### config.mk
export PLATFORM = sky130hd
export DESIGN_NAME = pe_result_drain
export DESIGN_NICKNAME = d
export VERILOG_FILES = /design/src/rtl/pe_result_drain.sv
export SDC_FILE = /design/constraint.sdc
export NUM_CORES = 1
export LEC_CHECK = 0
export CORE_UTILIZATION = 48
export DETAILED_ROUTE_END_ITERATION = 10
export PLACE_DENSITY_LB_ADDON = 0.15
export REMOVE_ABC_BUFFERS = 1
export SLEW_MARGIN = 20
export SYNTH_ARGS = -nofsm -noshare
export SYNTH_HDL_FRONTEND = slang
export SYNTH_SLANG_ARGS = --single-unit
### constraint.sdc
create_clock -name clk -period 2.3 [get_ports clk]
set_clock_uncertainty 0.2 [all_clocks]
set_input_delay 0.46 -clock clk [delete_from_list [all_inputs] [get_ports clk]]
set_output_delay 0.46 -clock clk [all_outputs]
set_load 0.005 [all_outputs]
### src/rtl/pe_result_drain.sv
// Read-out unit for one PE row: snapshots all accumulators on start, pulses a
// row clear, then streams the captured words over a valid/ready port.
module pe_result_drain #(
  parameter int data_size = 8,
  parameter int num_pe    = 4,
  parameter int idx_width = 2
) (
  input  logic                                clk,
  input  logic                                reset,
  input  logic                                start,
  input  logic [num_pe*(2*data_size+1)-1:0]   acc_in,
  output logic                                pe_clear,
  output logic                                busy,
  output logic [2*data_size:0]                out_data,
  output logic [idx_width-1:0]                out_idx,
  output logic                                out_valid,
  input  logic                                out_ready,
  output logic                                out_last,
  output logic                                done
);

  // state | meaning
  // IDLE  | waiting for start; start captures the row and pulses pe_clear
  // SEND  | presenting r_snap[r_idx]; advances on each accepted word
  // DONE  | one-cycle done pulse, then back to IDLE

  localparam int                   ACC_W    = 2*data_size+1;
  localparam logic [idx_width-1:0] LAST_IDX = idx_width'(num_pe-1);

  typedef enum logic [1:0] {
    IDLE = 2'd0,
    SEND = 2'd1,
    DONE = 2'd2
  } state_t;

  state_t               r_state;
  state_t               w_next_state;
  logic [ACC_W-1:0]     r_snap [num_pe];
  logic [idx_width-1:0] r_idx;
  logic [idx_width-1:0] w_next_idx;
  logic                 r_pe_clear;
  logic                 w_capture;
  logic                 w_at_last;
  logic                 w_sending;
  logic [ACC_W-1:0]     w_sel;

  assign w_at_last = (r_idx == LAST_IDX);
  assign w_sending = (r_state == SEND);

  always_ff @(posedge clk or negedge reset) begin
    if (!reset) begin
      r_state <= IDLE;
    end else begin
      r_state <= w_next_state;
    end
  end

  always_comb begin
    w_next_state = r_state;
    w_next_idx   = r_idx;
    w_capture    = 1'b0;
    case (r_state)
      IDLE: begin
        if (start) begin
          w_capture    = 1'b1;
          w_next_idx   = '0;
          w_next_state = SEND;
        end
      end
      SEND: begin
        if (out_ready) begin
          if (w_at_last) begin
            w_next_state = DONE;
          end else begin
            w_next_idx = r_idx + idx_width'(1);
          end
        end
      end
      DONE: begin
        w_next_state = IDLE;
      end
      default: begin
        w_next_state = IDLE;
      end
    endcase
  end

  // Snapshot isolates the stream from later accumulator activity in the row.
  always_ff @(posedge clk or negedge reset) begin
    if (!reset) begin
      for (int k = 0; k < num_pe; k++) begin
        r_snap[k] <= '0;
      end
    end else if (w_capture) begin
      for (int k = 0; k < num_pe; k++) begin
        r_snap[k] <= acc_in[k*ACC_W +: ACC_W];
      end
    end
  end

  always_ff @(posedge clk or negedge reset) begin
    if (!reset) begin
      r_idx      <= '0;
      r_pe_clear <= 1'b0;
    end else begin
      r_idx      <= w_next_idx;
      r_pe_clear <= w_capture;
    end
  end

  always_comb begin
    w_sel = '0;
    for (int k = 0; k < num_pe; k++) begin
      if (r_idx == idx_width'(k)) begin
        w_sel = r_snap[k];
      end
    end
  end

  assign pe_clear  = r_pe_clear;
  assign out_valid = w_sending;
  assign out_data  = w_sending ? w_sel : '0;
  assign out_idx   = w_sending ? r_idx : '0;
  assign out_last  = w_sending & w_at_last;
  assign done      = (r_state == DONE);
  assign busy      = (r_state == SEND) | (r_state == DONE);

endmodule

Yosys cells after proc, flatten, opt, wreduce, memory -nomap -nowiden
Cells that the tools add are included.
- register bits: 73
- memories kept: 0
- latch bits: 0
- logic and storage cells: 40
- memory bits (writable): 0
- bits in read-only memories: 0
- muxes and demuxes: 16
- order comparisons: 0
- eq/ne operators: 9
- add/subtract/negate cells: 1
- divide/modulo/power cells: 0
- reductions and logical operators: 5
- multiply operators: 0
- shift-type cells: 0
- bitwise gates (word level): 2
- operators by type and width (kind ; count):
    2-to-1 mux 17 bit ; 5
    2-to-1 mux 2 bit ; 7
    != test 2 bit (second input constant) ; 4
    one-hot mux 2 bit (2 select lines) ; 2
    equality test 2 bit (second input constant) ; 3
    equality test 2 x 1 -> 1 bit (second input constant) ; 2
    zero test 2 bit ; 2
    AND reduction 4 bit ; 1
    AND reduction 3 bit ; 1
    adder 2 x 1 -> 2 bit (second input constant) ; 1
    2-to-1 mux 1 bit ; 2
    nonzero test 2 bit ; 1
    bitwise AND 1 bit ; 1
    OR 1 bit ; 1

Longest topological paths before layout
- word-level depth: 6
- gate-level depth with buffers: 7
- depth with buffers taken out: 5

Worst setup path after synthesis
Ideal clock, no wire load.
- kind: flip-flop to output port
- start: register r_idx[1]
- end: output port out_data[11]
- slack: 183 ps
- data arrival time: 1457 ps
- buffers on the path: 1
- stages on the path, launching flop included: 7
- cells stage by stage: dfrtp_1 inv_1 ha_1 clkbuf_1 and2b_1 a221oi_1 o21ai_0
- longest elaborated chain between the ends: 6
- ends and longest elaborated chain (element ; RTL line ; source):
    from (decl) ; 39 ; logic [idx_width-1:0] r_idx;
    from (signal assigned) ; 106 ; r_idx <= w_next_idx;
    zero test 2 bit ; 114 ; if (r_idx == idx_width'(k)) begin
    2-to-1 mux 17 bit (3 in a row) ; 114 ;
    2-to-1 mux 17 bit * ; 114 ;
    2-to-1 mux 17 bit * ; 122 ; assign out_data = w_sending ? w_sel : '0;
    to (decl) ; 14 ; output logic [2*data_size:0] out_data,
Every way passes the cells marked *; elsewhere a longest branch is shown, timed or not.

Final worst setup path
- start: register r_idx[0]
- end: output port out_data[5]
Same word-level chain as after synthesis.

==> impl_metrics.toml <==
[finish]
final_area_um2 = 5270
antennaDiodeCount = 0
fin_cells = 507
nNetsFinal = 485
drive_gt1_share_pct = 45.5
final_cell_mix = "dfrtp_1, clkdlybuf4s50_1, mux2_2"
syn_to_final_growth_pct = 52.8
final_common_cell = "dfrtp_1"

[timing]
tns_ns = -2.59
final_max_slew_viol_count = 0
fmax_mhz = 393
relSlewSlack_pct = 68.4
period_share_pct = 111
fin_crit_ns = 2.54
finalHoldViolCount = 0
grt_setup_unrepaired = "yes"
layout_setup_ws_ns = -0.245
setup_violations = 17
worst_slew_pin_slew_ns = 0.474

[placement]
place.gp.congestion = 0.769
dpl-instance-area_um2 = 4630
dp_hpwl_um = 5340
pre_cts_ws_ns = -0.342
io_buffer_count = 95
place_inst = 468

[critical_path]
path_class = "register to output pin"
crit_fanout = 6
arrival_ns = 1.88
rr_startpoint = "r_state[0]$_DFFE_PN0P_"
endpoint_kind = "output pin"
crit_start = "r_idx[0]$_DFFE_PN0P_"
required_ns = 1.64
slowest_delay_ns = 0.47
crit_path_start_kind = "register"
path_cells = "ha_4 -> buf_12 -> buf_4 -> buf_6 -> a221oi_4 -> o21ai_2 -> buf_2"
cpMaxStageDelayCell = "dfrtp_2"

[clock_network]
clk_pin_slew_ns = 0.08
cts_buffers = 9
cts_sinks = 73
cts_tree = "built"
clockBufferDepth = 2
clock_latency_ns = 0.34
htreeDepth = 3
cts_root_buf = "clkbuf_8"

[synth]
synth_cell_types = 28
yosysWarnings = 0
syn_avg_cell_area_um2 = 12.7
ys_seq_area_share_pct = 52.9
netlist_instances = 272
ys_ff_latch = 73
synth.cell_area_um2 = 3450

[floorplanning]
die_y_um = 86.8
start_util_pct = 50.2
core-area_um2 = 6870
die_area_um2 = 7530
row_count = 30
io-pin-count = 96
die_width_um = 86.8

[global_route]
grt_pass1_wl_um = 14000
grt_max_degree = 42
grt_util_all_layers_pct = 24.7
antenna_found_initial = 0
first_global_vias = 2864
grt_overflow_total = 0

[drt]
wl_per_cell_um = 17.1
drc = 0
final_antenna_net_count = 0
dr_total_vias = 2658
drt_pre_antenna_iters = 4
viasPerCell = 5.24
drt_iter0_markers = 101
drt_wl_total_um = 8650

[worst_hold_path]
hp-class = "register to register"
hold_path.startpoint = "r_snap[51]$_DFFE_PN0P_"

[pwr]
leakage_uw = 0.00225
vdd_ir_drop_max_v = 0.000668
p_total_uw = 6950
power.density_nw_per_um2 = 1320

[run]
maxCapViolCount = 0

[status]
status = "finished, violations left"
violations = "negative setup slack"
## cell usage after synthesis (all sizes together)
| master | number | area share, % |
|---|---|---|
| nor2 | 2 | 0.22 |
| and2b | 4 | 0.94 |
| o21ai | 34 | 4.9 |
| nand3 | 1 | 0.14 |
| o311ai | 2 | 0.51 |
| ha | 7 | 2.5 |
| nand2b | 1 | 0.18 |
| mux2i | 1 | 0.29 |
| clkbuf | 5 | 0.54 |
| and2 | 2 | 0.44 |
| a21oi | 3 | 0.43 |
| nand4 | 2 | 0.36 |
| a31oi | 1 | 0.18 |
| a21bo | 1 | 0.29 |
| mux2 | 68 | 23 |
| dfrtp | 73 | 53 |
| inv | 7 | 0.76 |
| a221oi | 17 | 4.3 |
| nand2 | 18 | 2.0 |
| buf | 13 | 3.0 |
| nor2b | 10 | 1.8 |
## worst max-delay path: cells and delay by family, from the launching register on
kind / cells / cell delay (ns)
AOI/OAI and AO/OA: 2 / 0.38
adders and majority gates: 1 / 0.20
buffers and inverters: 4 / 0.49
DFF: 1 / 0.47
## per-stage QoR
step | hold WS (ns) | util, %
after floorplan | -0.0356 | -
after global placement | 0.251 | 67.4
after detailed placement | 0.253 | 67.4
after CTS | 0.305 | 74.3
after global routing | 0.323 | 76.8
final | 0.302 | 76.8
## kinds of logic (layout without fill, tap and decap cells)
logic type / Yosys count / in the layout / synth area share (%)
adders and majority gates: 7 / 7 / 2.54
AOI/OAI and AO/OA: 58 / 58 / 10.7
and+or+nand+nor: 40 / 42 / 6.06
muxes: 69 / 69 / 23.5
buffers and inverters: 25 / 162 / 4.35
DFF: 73 / 73 / 52.9
## per-layer routing
layer	vias to the layer above	part of all wire, %	global-route usage, %
met3	16	4.6	5.81
met5	-	0	0
met1	1305	44	31.4
met2	77	50	40.7
li1	1260	-	-
met4	0	1.8	9.85
## sequential cells by signal, summed over array words and instances (netlist names)
signal / count
r_idx: 2
r_state: 2
r_snap: 68
pe_clear: 1
## power by group
| group | total, uW | switching, uW | internal (uW) | leakage (uW) |
|---|---|---|---|---|
| combinational | 3590 | 1460 | 2120 | 0.00129 |
| sequential | 2360 | 432 | 1930 | 0.000861 |
| clock | 995 | 490 | 505 | 0.0000964 |
## layout make-up
class / count / area (um2)
clock inverter: 6 / 68.8
clock buffer: 10 / 128
fill: 461 / 1600
multi-input combinational: 176 / 1760
inverter: 7 / 28.8
timing repair buffer: 139 / 1350
tap: 96 / 120
sequential: 73 / 1830
## what timing repair did
action                                 CTS  global route
hold buffers                             1             0
setup endpoints to repair               22            20
gates resized for setup                142            25
gates cloned                             4             0
endpoints found under the hold margin   35             0
buffers inserted                        12             6
pin swaps                               29            13
## final timing paths
check                                               to  slack (ns)  cells after the start
worst max-delay path                       out_data[5]       -0.24                      7
worst min-delay path            r_snap[51]$_DFFE_PN0P_        0.30                      1
worst max register to register  r_snap[39]$_DFFE_PN0P_        0.25                      6
worst min register to register  r_snap[51]$_DFFE_PN0P_        0.30                      1
max in group asynchronous       r_snap[22]$_DFFE_PN0P_        0.93                      3
min in group asynchronous       r_snap[40]$_DFFE_PN0P_        0.40                      2
Note: power is estimated with default switching activity, not from simulation.
